--- config.mk ---
export PLATFORM = sky130hd
export DESIGN_NAME = mem_arbiter
export DESIGN_NICKNAME = d
export VERILOG_FILES = /design/src/rtl/mem_arbiter.sv
export SDC_FILE = /design/constraint.sdc
export NUM_CORES = 1
export LEC_CHECK = 0
export BUFFER_PORTS_ARGS = -buffer_cell sky130_fd_sc_hd__buf_2
export CAP_MARGIN = 20
export CORE_AREA = 2 2 95 97
export CTS_BUF_LIST = sky130_fd_sc_hd__clkbuf_16
export DETAILED_ROUTE_END_ITERATION = 16
export DIE_AREA = 0 0 97 99
export PLACE_DENSITY_LB_ADDON = 0.15
export SETUP_SLACK_MARGIN = 0.3
export SKIP_CTS_REPAIR_TIMING = 1
export SLEW_MARGIN = 0
export SYNTH_ARGS = -nofsm -noshare
export SYNTH_HDL_FRONTEND = slang
export SYNTH_SLANG_ARGS = --single-unit
--- constraint.sdc ---
create_clock -name clk -period 1.75 [get_ports clk]
set_clock_uncertainty 0.05 [all_clocks]
set_input_delay 0.175 -clock clk [delete_from_list [all_inputs] [get_ports clk]]
set_output_delay 0.175 -clock clk [all_outputs]
set_load 0.01 [all_outputs]
--- src/rtl/mem_arbiter.sv ---
// mem_arbiter: shares one single-port synchronous RAM between port A (CPU
// pipeline, default winner) and port B (UART loader / debug DMA).
// Grants are combinational; read data returns to the owning port one cycle
// after the grant.
// Build option MEM_ARB_FAIR_EN: adds a starvation counter that forces a
// grant to B after STARVE_LIMIT consecutive denied cycles. Without it,
// priority is strictly A-first.
module mem_arbiter #(
  parameter int ADDR_WIDTH   = 11,
  parameter int STARVE_LIMIT = 4
) (
  input  logic                  clk,
  input  logic                  rstn,
  input  logic                  a_req,
  input  logic                  a_we,
  input  logic [3:0]            a_wmask,
  input  logic [31:0]           a_wdata,
  input  logic [ADDR_WIDTH-1:0] a_addr,
  input  logic                  b_req,
  input  logic                  b_we,
  input  logic [3:0]            b_wmask,
  input  logic [31:0]           b_wdata,
  input  logic [ADDR_WIDTH-1:0] b_addr,
  output logic                  a_gnt,
  output logic                  b_gnt,
  output logic                  a_rvalid,
  output logic                  b_rvalid,
  output logic [31:0]           a_rdata,
  output logic [31:0]           b_rdata,
  output logic                  mem_wren,
  output logic [3:0]            mem_wmask,
  output logic [31:0]           mem_wdata,
  output logic [ADDR_WIDTH-1:0] mem_addr,
  input  logic [31:0]           mem_rdata
);

  if (STARVE_LIMIT < 1 || STARVE_LIMIT > 255) begin : g_bad_starve_limit
    $error("mem_arbiter: STARVE_LIMIT must lie in 1..255");
  end

  // {a_rd, b_rd}: which port owns the read data arriving next cycle.
  logic [1:0] owner_q, owner_d;
  logic       force_b;

`ifdef MEM_ARB_FAIR_EN
  localparam logic [7:0] LIMIT = 8'(STARVE_LIMIT);

  logic [7:0] wait_cnt_q, wait_cnt_d;

  assign force_b = b_req & (wait_cnt_q == LIMIT);

  // Count consecutive cycles B is kept waiting, saturating at the limit.
  always_comb begin
    if (!b_req || b_gnt) begin
      wait_cnt_d = '0;
    end else if (wait_cnt_q == LIMIT) begin
      wait_cnt_d = LIMIT;
    end else begin
      wait_cnt_d = wait_cnt_q + 8'd1;
    end
  end

  // Starvation counter register.
  always_ff @(posedge clk or negedge rstn) begin
    if (!rstn) begin
      wait_cnt_q <= '0;
    end else begin
      wait_cnt_q <= wait_cnt_d;
    end
  end
`else
  assign force_b = 1'b0;
`endif

  // Grant selection; reset blocks both grants immediately, not at the next edge.
  always_comb begin
    // NOTE: every output gets a default first so no path through this block infers a latch.
    a_gnt = 1'b0;
    b_gnt = 1'b0;
    if (rstn) begin
      if (force_b) begin
        b_gnt = 1'b1;
      end else begin
        a_gnt = a_req;
        b_gnt = b_req & ~a_req;
      end
    end
  end

  // RAM-side mux steered by the grant; with no grant the bus shows port A
  // but never writes.
  always_comb begin
    mem_addr  = a_addr;
    mem_wmask = a_wmask;
    mem_wdata = a_wdata;
    mem_wren  = a_gnt & a_we;
    if (b_gnt) begin
      mem_addr  = b_addr;
      mem_wmask = b_wmask;
      mem_wdata = b_wdata;
      mem_wren  = b_we;
    end
  end

  // Remember which port was granted a read this cycle.
  always_comb begin
    owner_d = {a_gnt & ~a_we, b_gnt & ~b_we};
  end

  // Read ownership register; an in-flight read is dropped by reset.
  always_ff @(posedge clk or negedge rstn) begin
    // NOTE: state uses non-blocking assignments and an asynchronous clear so
    // every flop updates together and reset takes effect without a clock.
    if (!rstn) begin
      owner_q <= 2'b00;
    end else begin
      owner_q <= owner_d;
    end
  end

  assign a_rvalid = owner_q[1];
  assign b_rvalid = owner_q[0];
  assign a_rdata  = mem_rdata;
  assign b_rdata  = mem_rdata;

endmodule
==> flow_summary.yaml <==
outcome:
  status: "finished, final reports clean"
final_layout:
  multiInputGateArea_um2: 614
  fin_nets: 348
  final_cell_mix: "151 x buf_2, 39 x mux2_2, 8 x mux2_4"
  n_antenna_cell: 0
  sequential_cell_area_um2: 50.0
  area.growth.synth_to_final_pct: 42.0
  post_layout_nonfiller_instances: 322
  top_register: "owner_q"
  fill_cells: 973
  share_of_cells_above_drive_strength_1_pct: 95.3
  leading_cell_type_in_the_layout_fill_and_taps_excluded: "buf_2"
  layout_top_registers: "owner_q (2)"
  number_of_flip_flops_in_the_largest_register: 2
placed_design:
  port_buffers: 151
  place_inst: 318
  post_dp_hpwl_um: 3710
  gp_congestion: 0.776
synth:
  netlist.area_leader.share_pct: 40.5
  ys_ff_latch: 2
  synth_top_area_cell: "buf_4"
  syn_avg_cell_area_um2: 9.41
  synth_cell_types: 14
  synth_warnings: 0
  post_synth_inst_count: 126
  mappedNetlistNets: 258
  synth_seq_area_share_pct: 4.22
  synthTopCellsByArea: "buf_4 41%, mux2_2 37%, mux2_4 10%"
  synth.cell_area_um2: 1190
global_route:
  grt_pass1_wl_um: 6040
  via_count_of_the_first_global_routing_pass: 1142
  grt_max_degree: 28
  antenna_found_initial: 0
  grt_remaining_overflow: 0
  globalRouteTotalUtil_pct: 7.77
critical_path:
  data_arrival_time_of_the_critical_path_ns: 1.15
  worst_setup_path_end_kind: "primary output"
  worst_setup_path_startpoint: "a_req"
  timing.critical_path.mode_cell: "buf_2"
  worst-endpoint-required_ns: 1.52
  path_cells: "buf_2 -> nand3b_4 -> buf_12 -> mux2_2 -> buf_2"
  timing.critical_path.from_type: "input pin"
  worst-setup-path-type: "in -> out"
  critPathMaxStageDelay_ns: 0.36
  worstPathMaxFanout: 27
  critical_path.endpoint: "mem_wdata[25]"
  worst_path_cell_with_the_longest_stage_delay: "mux2_2"
timing:
  final-max-slew-violation-count: 0
  headroom_to_the_max_slew_limit_pct: 88.7
  max_slew.worst_pin.slew_ns: 0.170
  clock.fmax_mhz: 726
  timing.final.crit_share_pct: 78.7
  setup_total_negative_slack_ns: 0
  fin_crit_ns: 1.38
  rsz0062_at_grt: "no"
  finalHoldViolCount: 0
  timing.final.setup_violations: 0
detailed_routing:
  wl_per_cell_um: 12.9
  via_count: 1136
  antenna_violating_nets_post_route: 0
  iteration_0_drc_count_of_the_detailed_router: 5
  first_pass_iters: 4
  routed_wl_um: 4170
  routed_via_density: 3.53
  final_routed_drc_violation_total: 0
power:
  leakage_nw: 0.965
  powerDensity_nw_per_um2: 448
  power.total_mw: 0.754
  ir_worst_vdd_mv: 0.208
cts:
  cts_root_cell: "clkbuf_16"
  cts.clk_slew.worst_paths_ns: 0.03
  cts.htree.levels: 1
  cts_max_path_buffers: 2
  clock_sinks: 2
  cts_inserted_buffers: 3
  cts_tree: "done"
floorplanning:
  fp.dieH_um: 99
  floorplan.die_area_um2: 9600
  initial_utilization_pct: 13.9
  die_w_um: 97
  placeableCoreArea_um2: 8550
  row_count: 34
  pin_count: 248
job:
  cap_viol_max_count: 0
min_path:
  hold_path_class: "in -> reg"
[synthesized netlist by cell type]
cell / number
buf_4: 64
mux2_2: 39
mux2_4: 8
buf_2: 3
buf_6: 2
dfrtp_1: 2
a21boi_0: 1
and2_1: 1
inv_1: 1
nand2_1: 1
nand3b_1: 1
nand3b_4: 1
nor2_1: 1
nor2b_1: 1
[worst min path at each step]
stage	depth (start not counted)	from	to	slack, ns
after global placement	1	rstn	owner_q[1]$_DFF_PN0_	-0.05
final	2	b_we	owner_q[0]$_DFF_PN0_	0.08
after CTS	1	rstn	owner_q[1]$_DFF_PN0_	-0.28
after floorplan	0	rstn	owner_q[0]$_DFF_PN0_	-0.17
after detailed placement	1	rstn	owner_q[1]$_DFF_PN0_	-0.06
after global routing	2	a_we	owner_q[1]$_DFF_PN0_	0.09
[through the flow]
stage                     cell area (um2)  setup slack (ns)  hold WS, ns  util (%)
final                                1680             0.373       0.0797      19.7
after global routing                 1680             0.326       0.0874      19.7
after CTS                            1670             0.372       -0.281      19.6
after detailed placement             1600             0.377      -0.0552      18.7
after global placement               1600             0.381      -0.0518      18.7
after floorplan                      1190             0.611       -0.171         -
[logic make-up after synthesis]
group	synth area share [%]
DFF	4.22
muxes	47.2
buffers and inverters	44.0
and+or+nand+nor	4.01
AOI/OAI and AO/OA	0.633
[routing by layer]
layer | GRT usage [%] | wire, um | vias up
li1 | - | - | 536
met1 | 8.01 | 1430 | 472
met2 | 14.0 | 2060 | 118
met3 | 3.90 | 638 | 10
met4 | 2.06 | 35 | 0
met5 | 0 | 0 | -
[critical path, delay by kind of cell]
family / cells / cell delay, ns
simple gates: 1 / 0.16
mux: 1 / 0.36
buf+inv: 3 / 0.44
[final cells by class]
type                            count  share of cell area [%]
Inverter                            1                   0.223
Sequential cell                     2                    2.97
Timing Repair Buffer              154                    47.8
Tap cell                          108                    8.02
Multi-Input combinational cell     54                    36.5
Clock buffer                        3                    4.46
[report_power, final]
group	leakage (nW)	internal (mW)	total, mW	switching (mW)
Clock	0.0370	0.290	0.339	0.0489
Combinational	0.901	0.218	0.367	0.149
Sequential	0.0272	0.0481	0.0484	0.000315
No activity file was read; power rests on OpenSTA's default activity.
